`src/rtl/sreg_pkg.sv`:
```
// Shared definitions for the AXI-Lite to register-strobe bridge and its register slaves.
package sreg_pkg;

  localparam int SREG_AW = 18;

  typedef enum logic [2:0] {
    IDLE  = 3'd0,
    WR    = 3'd1,
    WRESP = 3'd2,
    RD    = 3'd3,
    RRESP = 3'd4
  } state_e;

  localparam logic [1:0] RESP_OKAY   = 2'b00;
  localparam logic [1:0] RESP_SLVERR = 2'b10;
  localparam logic [1:0] RESP_DECERR = 2'b11;

  localparam logic RR_WRITE = 1'b0;
  localparam logic RR_READ  = 1'b1;

endpackage

```
`src/rtl/axil_wchan_capture.sv`:
```
// AXI-Lite write-channel capture: AW and W held independently until the owner clears them.
module axil_wchan_capture #(
  parameter int AW = 32,
  parameter int DW = 32
) (
  input  logic            clk,
  input  logic            rst,
  input  logic            en_i,
  input  logic            clr_i,
  input  logic [AW-1:0]   awaddr_i,
  input  logic            awvalid_i,
  output logic            awready_o,
  input  logic [DW-1:0]   wdata_i,
  input  logic [DW/8-1:0] wstrb_i,
  input  logic            wvalid_i,
  output logic            wready_o,
  output logic            aw_cap_o,
  output logic            w_cap_o,
  output logic            aw_held_o,
  output logic            w_held_o,
  output logic [AW-1:0]   awaddr_o,
  output logic [DW-1:0]   wdata_o,
  output logic [DW/8-1:0] wstrb_o
);

  logic            aw_held_q, w_held_q;
  logic [AW-1:0]   awaddr_q;
  logic [DW-1:0]   wdata_q;
  logic [DW/8-1:0] wstrb_q;

  assign awready_o = en_i && !aw_held_q;
  assign wready_o  = en_i && !w_held_q;
  assign aw_cap_o  = awvalid_i && awready_o;
  assign w_cap_o   = wvalid_i && wready_o;
  assign aw_held_o = aw_held_q;
  assign w_held_o  = w_held_q;
  assign awaddr_o  = awaddr_q;
  assign wdata_o   = wdata_q;
  assign wstrb_o   = wstrb_q;

  always_ff @(posedge clk or posedge rst) begin
    if (rst) begin
      aw_held_q <= 1'b0;
      w_held_q  <= 1'b0;
      awaddr_q  <= '0;
      wdata_q   <= '0;
      wstrb_q   <= '0;
    end else begin
      if (clr_i) aw_held_q <= 1'b0;
      else if (aw_cap_o) begin
        aw_held_q <= 1'b1;
        awaddr_q  <= awaddr_i;
      end
      if (clr_i) w_held_q <= 1'b0;
      else if (w_cap_o) begin
        w_held_q <= 1'b1;
        wdata_q  <= wdata_i;
        wstrb_q  <= wstrb_i;
      end
    end
  end

endmodule

```
`src/rtl/axil2sreg_master.sv`:
```
// AXI4-Lite slave bridged onto the register strobe bus, one access outstanding at a time.
// Define AXIL2SREG_DECERR_EN to reject addresses outside the BASE_ADDR window with DECERR.
module axil2sreg_master
  import sreg_pkg::*;
#(
  parameter int                AXI_AW    = 32,
  parameter int                SREG_AW   = sreg_pkg::SREG_AW,
  parameter int                RD_LAT    = 0,
  parameter logic [AXI_AW-1:0] BASE_ADDR = 32'h4000_0000
) (
  input  logic               clk,
  input  logic               rst,
  input  logic [AXI_AW-1:0]  s_awaddr,
  input  logic               s_awvalid,
  output logic               s_awready,
  input  logic [31:0]        s_wdata,
  input  logic [3:0]         s_wstrb,
  input  logic               s_wvalid,
  output logic               s_wready,
  output logic [1:0]         s_bresp,
  output logic               s_bvalid,
  input  logic               s_bready,
  input  logic [AXI_AW-1:0]  s_araddr,
  input  logic               s_arvalid,
  output logic               s_arready,
  output logic [31:0]        s_rdata,
  output logic [1:0]         s_rresp,
  output logic               s_rvalid,
  input  logic               s_rready,
  output logic               sreg_en,
  output logic               sreg_wen,
  output logic [SREG_AW-1:0] sreg_addr,
  output logic [31:0]        sreg_din,
  input  logic [31:0]        sreg_dout
);

  localparam logic [1:0] RD_LAST = 2'(RD_LAT);

  state_e            state_q, state_d;
  logic              rr_last_q, rr_last_d;
  logic [1:0]        cnt_q, cnt_d;
  logic [AXI_AW-1:0] ar_addr_q;
  logic [31:0]       rdata_q;
  logic [1:0]        bresp_q, rresp_q;

  logic              idle, aw_cap, w_cap, aw_held, w_held;
  logic [AXI_AW-1:0] aw_addr_h, addr_sel;
  logic [31:0]       wdata_h;
  logic [3:0]        wstrb_h;
  logic              wr_rdy, wr_part, rd_rdy, rd_last, strb_full, wr_ok, rd_ok;
  logic              grant_rd;

  assign idle = (state_q == IDLE) && !rst;

  axil_wchan_capture #(.AW(AXI_AW), .DW(32)) u_wcap (
    .clk       (clk),
    .rst       (rst),
    .en_i      (idle),
    .clr_i     (state_q == WRESP && s_bready),
    .awaddr_i  (s_awaddr),
    .awvalid_i (s_awvalid),
    .awready_o (s_awready),
    .wdata_i   (s_wdata),
    .wstrb_i   (s_wstrb),
    .wvalid_i  (s_wvalid),
    .wready_o  (s_wready),
    .aw_cap_o  (aw_cap),
    .w_cap_o   (w_cap),
    .aw_held_o (aw_held),
    .w_held_o  (w_held),
    .awaddr_o  (aw_addr_h),
    .wdata_o   (wdata_h),
    .wstrb_o   (wstrb_h)
  );

  // A write counts as ready on the cycle its last half is captured, so it can win arbitration then.
  assign wr_rdy    = (aw_held || aw_cap) && (w_held || w_cap);
  assign wr_part   = (aw_held || aw_cap || w_held || w_cap) && !wr_rdy;
  assign rd_rdy    = s_arvalid && !wr_part;
  assign rd_last   = (cnt_q == RD_LAST);
  assign strb_full = (wstrb_h == 4'hF);

`ifdef AXIL2SREG_DECERR_EN
  assign wr_ok = (aw_addr_h[AXI_AW-1:SREG_AW] == BASE_ADDR[AXI_AW-1:SREG_AW]);
  assign rd_ok = (ar_addr_q[AXI_AW-1:SREG_AW] == BASE_ADDR[AXI_AW-1:SREG_AW]);
`else
  logic unused_base;
  assign unused_base = ^BASE_ADDR;
  assign wr_ok = 1'b1;
  assign rd_ok = 1'b1;
`endif

  logic unused_addr;
  assign unused_addr = ^{aw_addr_h[AXI_AW-1:SREG_AW], aw_addr_h[1:0],
                         ar_addr_q[AXI_AW-1:SREG_AW], ar_addr_q[1:0]};

  assign addr_sel  = (state_q == RD) ? ar_addr_q : aw_addr_h;
  assign sreg_addr = {addr_sel[SREG_AW-1:2], 2'b00};
  assign sreg_din  = wdata_h;
  assign s_arready = grant_rd;
  assign s_bvalid  = (state_q == WRESP);
  assign s_rvalid  = (state_q == RRESP);
  assign s_bresp   = bresp_q;
  assign s_rresp   = rresp_q;
  assign s_rdata   = rdata_q;

  always_comb begin
    state_d   = state_q;
    rr_last_d = rr_last_q;
    cnt_d     = cnt_q;
    grant_rd  = 1'b0;
    sreg_en   = 1'b0;
    sreg_wen  = 1'b0;
    case (state_q)
      IDLE: begin
        if (!rst) begin
          if (wr_rdy && (!rd_rdy || rr_last_q == RR_READ)) begin
            state_d   = WR;
            rr_last_d = RR_WRITE;
          end else if (rd_rdy) begin
            grant_rd  = 1'b1;
            state_d   = RD;
            rr_last_d = RR_READ;
            cnt_d     = 2'd0;
          end
        end
      end
      WR: begin
        sreg_en  = wr_ok && strb_full;
        sreg_wen = wr_ok && strb_full;
        state_d  = WRESP;
      end
      WRESP: if (s_bready) state_d = IDLE;
      RD: begin
        sreg_en = rd_ok;
        cnt_d   = cnt_q + 2'd1;
        if (rd_last) state_d = RRESP;
      end
      RRESP: if (s_rready) state_d = IDLE;
      default: state_d = IDLE;
    endcase
  end

  always_ff @(posedge clk or posedge rst) begin
    if (rst) begin
      state_q   <= IDLE;
      rr_last_q <= RR_READ;
      cnt_q     <= 2'd0;
      ar_addr_q <= '0;
      rdata_q   <= '0;
      bresp_q   <= RESP_OKAY;
      rresp_q   <= RESP_OKAY;
    end else begin
      state_q   <= state_d;
      rr_last_q <= rr_last_d;
      cnt_q     <= cnt_d;
      if (grant_rd) ar_addr_q <= s_araddr;
      if (state_q == WR)
        bresp_q <= !wr_ok ? RESP_DECERR : (!strb_full ? RESP_SLVERR : RESP_OKAY);
      if (state_q == RD && rd_last) begin
        rdata_q <= rd_ok ? sreg_dout : 32'h0;
        rresp_q <= rd_ok ? RESP_OKAY : RESP_DECERR;
      end
    end
  end

endmodule
```
`config.mk`:
```
export PLATFORM = sky130hd
export DESIGN_NAME = axil2sreg_master
export DESIGN_NICKNAME = d
export VERILOG_FILES = /design/src/rtl/sreg_pkg.sv /design/src/rtl/axil_wchan_capture.sv /design/src/rtl/axil2sreg_master.sv
export SDC_FILE = /design/constraint.sdc
export NUM_CORES = 1
export LEC_CHECK = 0
export ABC_CLOCK_PERIOD_IN_PS = 7400
export BUFFER_PORTS_ARGS = -buffer_cell sky130_fd_sc_hd__buf_4
export CORE_MARGIN = 3
export CORE_UTILIZATION = 49
export DETAILED_ROUTE_END_ITERATION = 16
export PLACE_DENSITY = 0.85
export SKIP_LAST_GASP = 1
export SLEW_MARGIN = 20
export SYNTH_ARGS = -nofsm -noshare
export SYNTH_HDL_FRONTEND = slang
export SYNTH_SLANG_ARGS = --single-unit
```
`constraint.sdc`:
```
create_clock -name clk -period 7.4 [get_ports clk]
set_input_delay 1.48 -clock clk [delete_from_list [all_inputs] [get_ports clk]]
set_output_delay 1.48 -clock clk [all_outputs]
set_load 0.01 [all_outputs]
```
; Word level (Yosys, flattened, before mapping)
; Index checks and enable logic that the tools add are counted.
[classes]
add_sub_neg = 1
eq_ne = 12
muxes = 25
bitwise_logic = 2
n_reduce_logical = 33
[op_table]
columns = cell, count
row1 = 18-bit two-way mux, 1
row2 = 3-bit two-way mux, 6
row3 = 3-bit one-hot mux with 5 select lines, 1
row4 = 1-bit logical AND, 11
row5 = 1-bit two-way mux, 11
row6 = 2-bit two-way mux, 4
row7 = 2-bit != test (second input constant), 4
row8 = 2-bit nonzero test, 4
row9 = 3-bit by 2-bit == test with 1-bit output (second input constant), 2
row10 = 1-bit zero test, 6
row11 = 1-bit logical OR, 5
row12 = 5-bit AND reduction, 1
row13 = 4-bit == test (second input constant), 1
row14 = 2-bit by 1-bit != test with 1-bit output (second input constant), 2
row15 = 2-bit one-hot mux with 2 select lines, 1
row16 = 2-bit AND reduction, 2
row17 = 4-bit AND reduction, 1
row18 = 3-bit by 1-bit == test with 1-bit output (second input constant), 1
row19 = 3-bit == test (second input constant), 1
row20 = 3-bit zero test, 1
row21 = 3-bit by 2-bit != test with 1-bit output (second input constant), 1
row22 = 3-bit AND reduction, 1
row23 = 2-bit by 1-bit adder with 2-bit output (second input constant), 1
row24 = 2-bit zero test, 1
row25 = other kinds (2), 3
[word_totals]
regBits = 114
input_bits = 139
out_inout_bits = 93
wordCells = 84

; Logic depth before layout (Yosys ltp)
; Gate-level depths: netlist (run 1).
[depth]
ltp_word = 16
depth_mapped = 7
mapped_depth_nobuf = 5

; Modules after synthesis
; A second synthesis (run 1) with hierarchy kept.
[unflattened]
hier_cells = 345
area_unflattened_um2 = 5529.1
[modules_own_cells]
columns = module, n_inst, cells_each, area_each_um2, seq_area_each_um2
row1 = axil_wchan_capture, 1, 157, 2962.8, 1751.7
row2 = axil2sreg_master, 1, 188, 2566.2, 1377.6

; Worst setup path after synthesis (run 1)
; No wires, ideal clock.
[synth_path]
path_kind = input port to flip-flop
startpoint = input rst
endpoint = register cnt_q[0]
setup_ns = 0.125
arrival_ns = 4.916
t_required_ns = 7.275
slack_ns = 2.359
stages = 5
path_buffers = 0
cell_sequence = inv_1 a2111oi_0 a311oi_1 o22ai_1 mux2_2
[synth_between]
elab_chain_cells = 15
elab_cells_between_ends = 22
classes_between = eq/ne: 3 / reduce/logical: 19
[synth_rtl]
columns = element, line
row1 = start: declaration, axil2sreg_master.sv:12  ; input logic rst,
row2 = 1-bit zero test (no source line), -
row3 = 1-bit logical AND, axil2sreg_master.sv:53  ; assign idle = (state_q == IDLE) && !rst;
row4 = 1-bit logical AND (on tied branches), "axil_wchan_capture.sv:31, axil_wchan_capture.sv:32"
row5 = 1-bit logical AND (on tied branches), "axil_wchan_capture.sv:33, axil_wchan_capture.sv:34"
row6 = 1-bit logical OR (on tied branches), "axil2sreg_master.sv:77, axil2sreg_master.sv:78"
row7 = 1-bit logical OR or 1-bit logical AND (tied branches), "axil2sreg_master.sv:78, axil2sreg_master.sv:77"
row8 = 1-bit logical OR or 1-bit zero test (tied branches), axil2sreg_master.sv:78  ; assign wr_part = (aw_held || aw_cap || w_held || w_cap) && !wr_rdy;
row9 = 1-bit logical AND, axil2sreg_master.sv:78
row10 = 1-bit zero test, axil2sreg_master.sv:79  ; assign rd_rdy = s_arvalid && !wr_part;
row11 = 1-bit logical AND, axil2sreg_master.sv:79
row12 = 1-bit zero test, axil2sreg_master.sv:117  ; if (wr_rdy && (!rd_rdy || rr_last_q == RR_READ)) begin
row13 = 1-bit logical OR, axil2sreg_master.sv:117
row14 = 1-bit logical AND, axil2sreg_master.sv:117
row15 = 2-bit != test (no source line), -
row16 = 4-bit AND reduction (no source line) *, -
row17 = end signal: assignment, axil2sreg_master.sv:156  ; cnt_q <= cnt_d;
row18 = end: declaration, axil2sreg_master.sv:41  ; logic [1:0] cnt_q, cnt_d;
; Mark *: on every way between the ends. The rest lies on a longest branch, timed or not.
; A chain may end at the register's enable or synchronous reset.

; Worst setup path in the final report (run 1)
[layout_path]
startpoint = input rst
endpoint = output s_arready
[layout_between]
elab_chain_cells = 16
elab_cells_between_ends = 22
classes_between = mux: 4 / reduce/logical: 18
[layout_rtl]
columns = element, line
row1 = 1-bit zero test (no source line), -
row2 = 1-bit logical AND, axil2sreg_master.sv:53
row3 = 1-bit logical AND (on tied branches), "axil_wchan_capture.sv:31, axil_wchan_capture.sv:32"
row4 = 1-bit logical AND (on tied branches), "axil_wchan_capture.sv:33, axil_wchan_capture.sv:34"
row5 = 1-bit logical OR (on tied branches), "axil2sreg_master.sv:77, axil2sreg_master.sv:78"
row6 = 1-bit logical OR or 1-bit logical AND (tied branches), "axil2sreg_master.sv:78, axil2sreg_master.sv:77"
row7 = 1-bit logical OR or 1-bit zero test (tied branches), axil2sreg_master.sv:78
row8 = 1-bit logical AND, axil2sreg_master.sv:78
row9 = 1-bit zero test, axil2sreg_master.sv:79
row10 = 1-bit logical AND, axil2sreg_master.sv:79
row11 = 1-bit zero test, axil2sreg_master.sv:117
row12 = 1-bit logical OR, axil2sreg_master.sv:117
row13 = 1-bit logical AND, axil2sreg_master.sv:117
row14 = 1-bit two-way mux, axil2sreg_master.sv:117
row15 = 1-bit two-way mux *, axil2sreg_master.sv:116  ; if (!rst) begin
row16 = 1-bit two-way mux *, axil2sreg_master.sv:114  ; case (state_q)
row17 = end: declaration, axil2sreg_master.sv:25  ; output logic s_arready,
; Marks and branches as above.

==> results of run 1 <==
[report_power, final]
part           internal [mW]  total (mW)  switching (mW)  leakage, nW
sequential             0.896        1.07           0.178         1.30
clock                  0.195       0.398           0.203        0.111
combinational          0.672        1.16           0.485         1.75
total                   1.76        2.63           0.866         3.16
[logic make-up after synthesis]
logic type | count (synthesis)
buf+inv | 25
mux | 102
other cells | 1
flops | 109
simple gates | 86
compound gates | 18
fa+ha+maj | 1
[how the worst min path moves through the flow]
| stage | slack, ps | cells past startpoint | start | end |
|---|---|---|---|---|
| global placement | 480 | 1 | cnt_q[1] | cnt_q[1] |
| floorplan | 470 | 1 | cnt_q[1] | cnt_q[1] |
| CTS | 510 | 1 | cnt_q[1] | cnt_q[1] |
| global route | 530 | 1 | u_wcap.awaddr_o[11] | u_wcap.awaddr_o[11] |
| detailed placement | 480 | 1 | cnt_q[1] | cnt_q[1] |
| finish | 510 | 1 | cnt_q[1] | cnt_q[1] |
[worst register-to-register path, cell delays in order, from the launching register on]
cell and delay, ps:
dfrtp_1 530, nor4_4 530, nor3b_1 110, o41ai_2 450, nand3_2 510, mux2_4 480
[area by class of cell]
cell class              count  share of cell area
multi-input cells         212               0.274
repair buffers            197               0.234
flip-flops and latches    109               0.431
clock buffers               9              0.0196
inverters                   6             0.00395
clock inverters             7              0.0162
well taps                 108              0.0213
[cells in the mapped netlist (all sizes together)]
cell / n
o22a: 1
nor4: 1
nand3: 3
or2: 1
nor2b: 1
nand2: 58
o21ai: 3
conb: 1
nor3: 3
dfstp: 1
nand3b: 1
o2111ai: 1
buf: 15
a21o: 1
a22o: 1
dfrtp: 108
a311oi: 2
nor2: 10
a21oi: 5
nand4: 1
o41ai: 1
or4: 1
nand2b: 1
o22ai: 2
ha: 1
and2: 2
a2111oi: 1
clkbuf: 4
mux2: 102
nor3b: 3
inv: 6
[per-layer routing]
| layer | vias up | part of all wire | wire length, um |
|---|---|---|---|
| met3 | 8 | 0.10 | 1130 |
| met2 | 150 | 0.52 | 5620 |
| met1 | 1617 | 0.37 | 4070 |
| met5 | - | 0 | 0 |
| met4 | 0 | 0.0069 | 75 |
| li1 | 1552 | - | - |
[state kept, by name, indices dropped and copies added (netlist names), 2 cells and up]
register	cells
u_wcap.wdata_o	32
u_wcap.awaddr_o	16
state_q	3
cnt_q	2
s_rdata	32
ar_addr_q	16
u_wcap.wstrb_o	4
[through the flow]
stage / util / setup WS (ps) / total power, mW / cells
2_1_floorplan: - / 2360 / 1.69 / 346
3_3_place_gp: 0.687 / 2630 / 2.20 / 632
3_5_place_dp: 0.687 / 2560 / 2.26 / 632
4_1_cts: 0.712 / 2560 / 2.66 / 648
5_1_grt: 0.712 / 2380 / 2.81 / 648
6_report: 0.712 / 2560 / 2.63 / 648
==> run summary, run 1 <==
Status: complete, no violations
Worst setup endpoint: s_arready
Layout cells sized above 1: 0.598
Final setup violating endpoints: 0
Post-CTS setup buffers: 0
Min-Delay Path Class: register to register
Root Buffer: clkbuf_8
TritonCTS Buffers: 9
XOR/XNOR Fraction of Synth Area: 0
Most used routing layer: met2
Met2 Track Usage GR: 0.355
Synth Area per Inst: 13.4 sq um
H-tree depth: 3
Die height: 103 um
Critical Path Stages: 7
Skew-Pair Late Insertion Delay: 350 ps
FF+latch count, synth: 109
CTS Hold Bufs: 0
Via count: 3327
CTS tree: built
Placed cell area: 6100 sq um
Core Rows: 34
WL per Instance: 16.8 um
ANT cells: 0
Worst Setup SP: rst
Finished layout cell area: 6330 sq um
Remaining antenna violation count: 0
Post-cts sizing count: 0
Final Hold Vio Count: 0
Yosys warns: 0
Cell taking the most area after synthesis: dfrtp_1
Commonest non-fill, non-tap cell in the layout: buf_4
Clock tree buffer depth: 2
Largest net degree at the start of global routing: 69
Global Route met3 Usage: 0.0873
Synth Area in Simple Gates: 0.0850
Critical path's slowest cell: nand3_2
WP data required: 5920 ps
Library cells used by synthesis: 37
Mux cell area share after synthesis: 0.258
Period utilization: 0.654
Max-cap viol count: 0
Min Hold Slack: 508 ps
Fill cells: 651
DRC errors left: 0
CORE AREA: 8890 sq um
Initial antenna violation count: 0
Die width: 103 um
Reg2reg end: ar_addr_q[6]
Post-synthesis adder-cell area fraction: 0.00273
Instance count of the mapped netlist: 342
RePlAce Congestion: 0.904
Clk pin slew, worst setup/hold paths: 90 ps
Worst Tran Pin Value: 821 ps
Most used cell, CP: buf_4
Top cell type's share of synthesized area: 0.590
Final WL: 10.9 mm
Max Clock Freq: 0.207 GHz
Cell Pwr Density: 415 nW/um^2
Grt met1 use: 0.233
CP Launch Type: input pin
Commonest non-fill, non-tap cells in the layout: buf_4, dfrtp_1, mux2_2, nand2_1, nor2_1
Clock skew: 14.7 ps
Compound-Gate Fraction of Synth Area: 0.0281
DR pass1 iterations: 4
Max FO, Critical Path: 17
Drt via density: 5.13
Clk sinks: 109
I/O Pins: 232
R2R depth: 5
Critical path's largest stage delay: 510 ps
IO Port Bufs: 194
Fin crit period: 4840 ps
Max VDD drop: 0.000237 V
Critical Path, Cell by Cell: buf_4 -> nor4_4 -> nor3b_1 -> o41ai_2 -> nand3_2 -> inv_1 -> buf_4
Top delay family on crit path: simple AND/OR/NAND/NOR gates
Seq/Total Area, Yosys: 0.596
Congestion Overflow GR: 0
Unrepaired setup endpoints after global routing: false
R2R setup slack: 4660 ps
RR Startpoint: state_q[2]
Leak Pwr: 3.16 nW
First-pass GRT wire length: 16.6 mm
Starting Density: 0.515
Nets: 675
Area delta synth->final: 38.3%
Buf+Inv Stages, Crit Path: 3
Multi-input gate area: 1740 sq um
Gr usage total: 0.204
Mapped cell area: 4580 sq um
Post-DP HPWL: 8.37 mm
First DRT Iteration DRCs: 65
CP arrival: 3360 ps
Storage cell area: 2730 sq um
Max-slew violations: 0
Vias in the first global route: 3434
Classification of the worst setup path: input pin to output port
Max-slew headroom: 0.451
Worst Setup End Kind: output port
Final TNS setup: 0 ps
Die area: 10500 sq um
Top cells by area, synth: dfrtp_1, mux2_2, nand2_1
Largest family of logic cells by synthesized area: multiplexers
Power figures use the tool's default switching activity.
==> run 2, diff against run 1 <==
ABC_CLOCK_PERIOD_IN_PS = 4700   (was 7400)
CORE_UTILIZATION = 46   (was 49)
PLACE_DENSITY = 0.81   (was 0.85)
clock period = 4.7 ns   (was 7.4 ns; I/O delays follow)
==> run summary, run 2 (same netlist as run 1, synthesis figures left out) <==
Die area: 11200 sq um
Hold worst-path end: s_rdata[28]
First-pass GRT wire length: 17.7 mm
Min Hold Slack: 516 ps
Drt via density: 5.02
Min-Delay Path Class: register to register
Layout cells sized above 1: 0.599
Post-CTS setup buffers: 0
Vias in the first global route: 3631
Gr usage total: 0.199
Post-cts sizing count: 0
Met3 WL: 1.11 mm
I/O Pins: 232
WP data required: 3760 ps
ANT cells: 0
Final WL: 10.9 mm
Sw Ratio: 0.337
Congestion Overflow GR: 0
Hold path startpoint: s_rdata[28]
Hold Crit Depth: 1
Root Buffer: clkbuf_8
DR WL met2: 5.28 mm
RePlAce Congestion: 0.823
Switch Pwr: 1.36 mW
Post-place setup slack: 1220 ps
TritonCTS Buffers: 9
Max-slew violations: 0
Via count: 3361
Final Worst Setup Slack: 1220 ps
CTS Hold Bufs: 0
Commonest non-fill, non-tap cells in the layout: buf_4, dfrtp_1, mux2_2, nand2_1, nor2_1
Classification of the worst setup path: input pin to output port
Placed cell area: 6140 sq um
Clock tree buffer depth: 2
Internal: 2.67 mW
Nets: 676
Worst Tran Pin Value: 856 ps
First DRT Iteration DRCs: 108
Final TNS setup: 0 ps
CTS tree: built
Fin crit period: 3480 ps
Area delta synth->final: 38.0%
Max layer used: met4
Seq pwr share: 0.420
Max-slew headroom: 0.427
Clock skew: 15.9 ps
Reg2reg end: u_wcap.wdata_o[3]
DRC errors left: 0
Status: complete, no violations
Max VDD drop: 0.000341 V
Non-Filler Instances: 670
Finished layout cell area: 6320 sq um
Largest net degree at the start of global routing: 64
R2R depth: 4
Max Clock Freq: 0.287 GHz
R2R setup slack: 2260 ps
RR Startpoint: state_q[2]
Core Rows: 35
CORE AREA: 9460 sq um
Post-DP HPWL: 8.22 mm
Combinational power share: 0.451
Starting Density: 0.484
Remaining antenna violation count: 0
Metal-1 WL: 4.37 mm
IO Port Bufs: 194
DR pass1 iterations: 4
Max FO, Critical Path: 17
Commonest non-fill, non-tap cell in the layout: buf_4
Cell Pwr Density: 637 nW/um^2
CP Launch Type: input pin
DP Cell Count: 654
Final Hold Vio Count: 0
Final setup violating endpoints: 0
Clk pin slew, worst setup/hold paths: 90 ps
Unrepaired setup endpoints after global routing: false
H-tree depth: 3
WL per Instance: 16.2 um
Die height: 106 um
Power consumption: 4.03 mW
Max-cap viol count: 0
CP arrival: 2540 ps
Die width: 106 um
Core Util, Final: 0.668
Initial antenna violation count: 0
Period utilization: 0.741
Clk sinks: 109
Clk pwr share: 0.129
Leak Pwr: 3.15 nW
Worst Setup End Kind: output port
Skew-Pair Late Insertion Delay: 360 ps
[run 2: cell type report]
class | instances | area, sq um
Tap cell | 129 | 161
Multi-Input combinational cell | 212 | 1740
Clock buffer | 9 | 124
Fill cell | 720 | 3140
Timing Repair Buffer | 198 | 1490
Inverter | 6 | 25.0
Sequential cell | 109 | 2730
Clock inverter | 7 | 56.3
[run 2: per-layer routing]
layer	track usage	vias up
met5	0	-
met4	0.0518	0
met3	0.0833	8
met2	0.332	158
met1	0.237	1643
li1	-	1552
[run 2: power by group through the flow]
stage | Combinational [mW] | Clock (mW) | Sequential, mW
final | 1.82 | 0.521 | 1.69
after global routing | 1.96 | 0.590 | 1.76
after CTS | 1.85 | 0.550 | 1.69
after detailed placement | 1.84 | 0 | 1.71
after global placement | 1.79 | 0 | 1.67
after floorplan | 0.890 | 0 | 1.78
[run 2: critical path, cell delays in order]
cell	delay (ps)
buf_4	140
nor4_4	340
nor3b_1	120
o41ai_2	450
nand3_2	110
buf_4	250
inv_1	80
buf_4	110
[run 2: worst max path at each step]
stage,from,to,slack [ps]
after global routing,state_q[2],s_arready,1050
after detailed placement,rst,s_arready,1220
final,rst,s_arready,1220
after floorplan,rst,cnt_q[0],200
after global placement,rst,s_arready,1300
after CTS,state_q[2],s_arready,1210
==> run 3, diff against run 2 <==
ABC_AREA = 1   (was default)
ABC_CLOCK_PERIOD_IN_PS = 3450   (was 4700)
clock period = 3.45 ns   (was 4.7 ns; I/O delays follow)
==> run summary, run 3 <==
Remaining antenna violation count: 0
Classification of the worst setup path: register to output port
Clk sinks: 109
Metal-1 WL: 4.35 mm
Final TNS setup: 0 ps
Cell Pwr Density: 851 nW/um^2
WP data required: 2760 ps
Top cell type's share of synthesized area: 0.592
Initial antenna violation count: 0
Most used DFF post-synth: dfrtp_1
DR pass1 iterations: 4
Max-cap viol count: 0
Commonest non-fill, non-tap cells in the layout: buf_4, dfrtp_1, nand2_1, mux2_2, inv_1
CP Launch Type: register
R2R setup slack: 1280 ps
R2R depth: 5
Core Rows: 35
Max FO, Critical Path: 17
Root Buffer: clkbuf_8
Max VDD drop: 0.000420 V
Commonest non-fill, non-tap cell in the layout: buf_4
Unrepaired setup endpoints after global routing: false
Fill cells: 786
Vias in the first global route: 3646
Post-CTS setup buffers: 0
Ys async rst share: 1.00
Max Clock Freq: 0.361 GHz
Area delta synth->final: 39.1%
Clock tree buffer depth: 2
IO Port Bufs: 194
Period utilization: 0.804
FF+latch count, synth: 109
Library cells used by synthesis: 28
Worst Tran Pin Value: 995 ps
Top cells by area, synth: dfrtp_1, mux2_2, nand2_1
CORE AREA: 9460 sq um
Final WL: 10.8 mm
Yosys warns: 0
Via count: 3505
Post-cts sizing count: 0
DRC errors left: 0
Die height: 106 um
First DRT Iteration DRCs: 90
Synth Area per Inst: 11.1 sq um
Max-slew violations: 0
Max-slew headroom: 0.336
H-tree depth: 3
WL per Instance: 14.6 um
Min-Delay Path Class: input pin to asynchronous set/reset pin
Worst Setup End Kind: output port
Fin crit period: 2770 ps
CP arrival: 2080 ps
ANT cells: 0
Post-DP HPWL: 8.26 mm
Core Util, Final: 0.671
Leak Pwr: 3.20 nW
Die width: 106 um
CTS tree: built
Congestion Overflow GR: 0
DR WL met2: 5.54 mm
Reg2reg end: s_rdata[30]
Die area: 11100 sq um
Met3 WL: 789 um
Skew-Pair Late Insertion Delay: 350 ps
RR Startpoint: state_q[0]
Top-count cell post-synth: dfrtp_1
Post-synth EDFFs: 0
CTS Hold Bufs: 0
Max layer used: met4
Clk pin slew, worst setup/hold paths: 100 ps
Nets: 748
Final Hold Vio Count: 0
Status: complete, no violations
First-pass GRT wire length: 17.5 mm
I/O Pins: 232
Cell taking the most area after synthesis: dfrtp_1
Starting Density: 0.482
Instance count of the mapped netlist: 412
Gr usage total: 0.195
Mapped cell area: 4560 sq um
TritonCTS Buffers: 9
Layout cells sized above 1: 0.485
Final setup violating endpoints: 0
Largest net degree at the start of global routing: 79
RePlAce Congestion: 0.752
Synth cell count leaders: dfrtp_1, nand2_1, mux2_2, inv_1, o21ai_0
Clock skew: 9.46 ps
Drt via density: 4.72
Seq/Total Area, Yosys: 0.598
run 3: cell count changes in the layout (fill, tap and decap cells not counted), moves of 4 or more:
cell	delta
a21oi_1	-5
nand3_1	+15
nand2_1	+37
nor2_1	-6
buf_4	+4
mux2_4	-9
inv_1	+34
o21ai_0	+35
mux2_2	-29
run 3: how the worst max path moves through the flow:
stage / slack, ps / startpoint / cells past startpoint / to
floorplan: -750 / rst / 10 / s_arready
finish: 680 / state_q[0] / 10 / s_arready
detailed placement: 760 / rst / 11 / s_arready
CTS: 650 / state_q[0] / 10 / s_arready
global placement: 830 / rst / 11 / s_arready
global route: 490 / state_q[0] / 10 / s_arready
run 3: logic make-up after synthesis:
kind of cell,share of synthesized area
mux,0.158
simple gates,0.130
flops,0.598
compound gates,0.0510
fa+ha+maj,0.00274
buf+inv,0.0595
other cells,0.000822
run 3: metrics by stage:
step           setup slack [ps]  cell area (sq um)  cells  total power, mW  hold slack [ps]
2_1_floorplan              -748               4590    416             3.52              439
3_3_place_gp                826               6160    726             4.61              453
3_5_place_dp                762               6160    726             4.74              462
4_1_cts                     649               6340    742             5.47              480
5_1_grt                     488               6340    742             5.80              498
6_report                    678               6340    742             5.40              478
run 3: final cells by class:
type	count	area [sq um]	area share
Clock inverter	4	30.0	0.00473
Sequential cell	109	2730	0.430
Timing Repair Buffer	202	1520	0.239
Inverter	41	158	0.0249
Multi-Input combinational cell	245	1590	0.251
Clock buffer	12	155	0.0245
Tap cell	129	161	0.0254
run 3: report_power, final:
group          internal [mW]  switching (mW)  leakage (nW)
registers               1.91           0.321          1.31
logic                   1.29            1.15          1.80
clock network          0.307           0.416        0.0934
run 3: worst max-delay path, stage by stage, from the launching register on:
cell and delay (ps):
dfrtp_1 450, nor2_4 160, nand3_4 170, o21ai_2 220
nand2_1 100, nand2_1 100, nand2_2 80, nor2_4 110
nand2_4 130, inv_1 90, buf_4 110
run 3: per-layer routing:
| metal | global-route usage | up-vias |
|---|---|---|
| met5 | 0 | - |
| met4 | 0.0555 | 0 |
| met3 | 0.0563 | 10 |
| met2 | 0.341 | 119 |
| met1 | 0.236 | 1663 |
| li1 | - | 1713 |
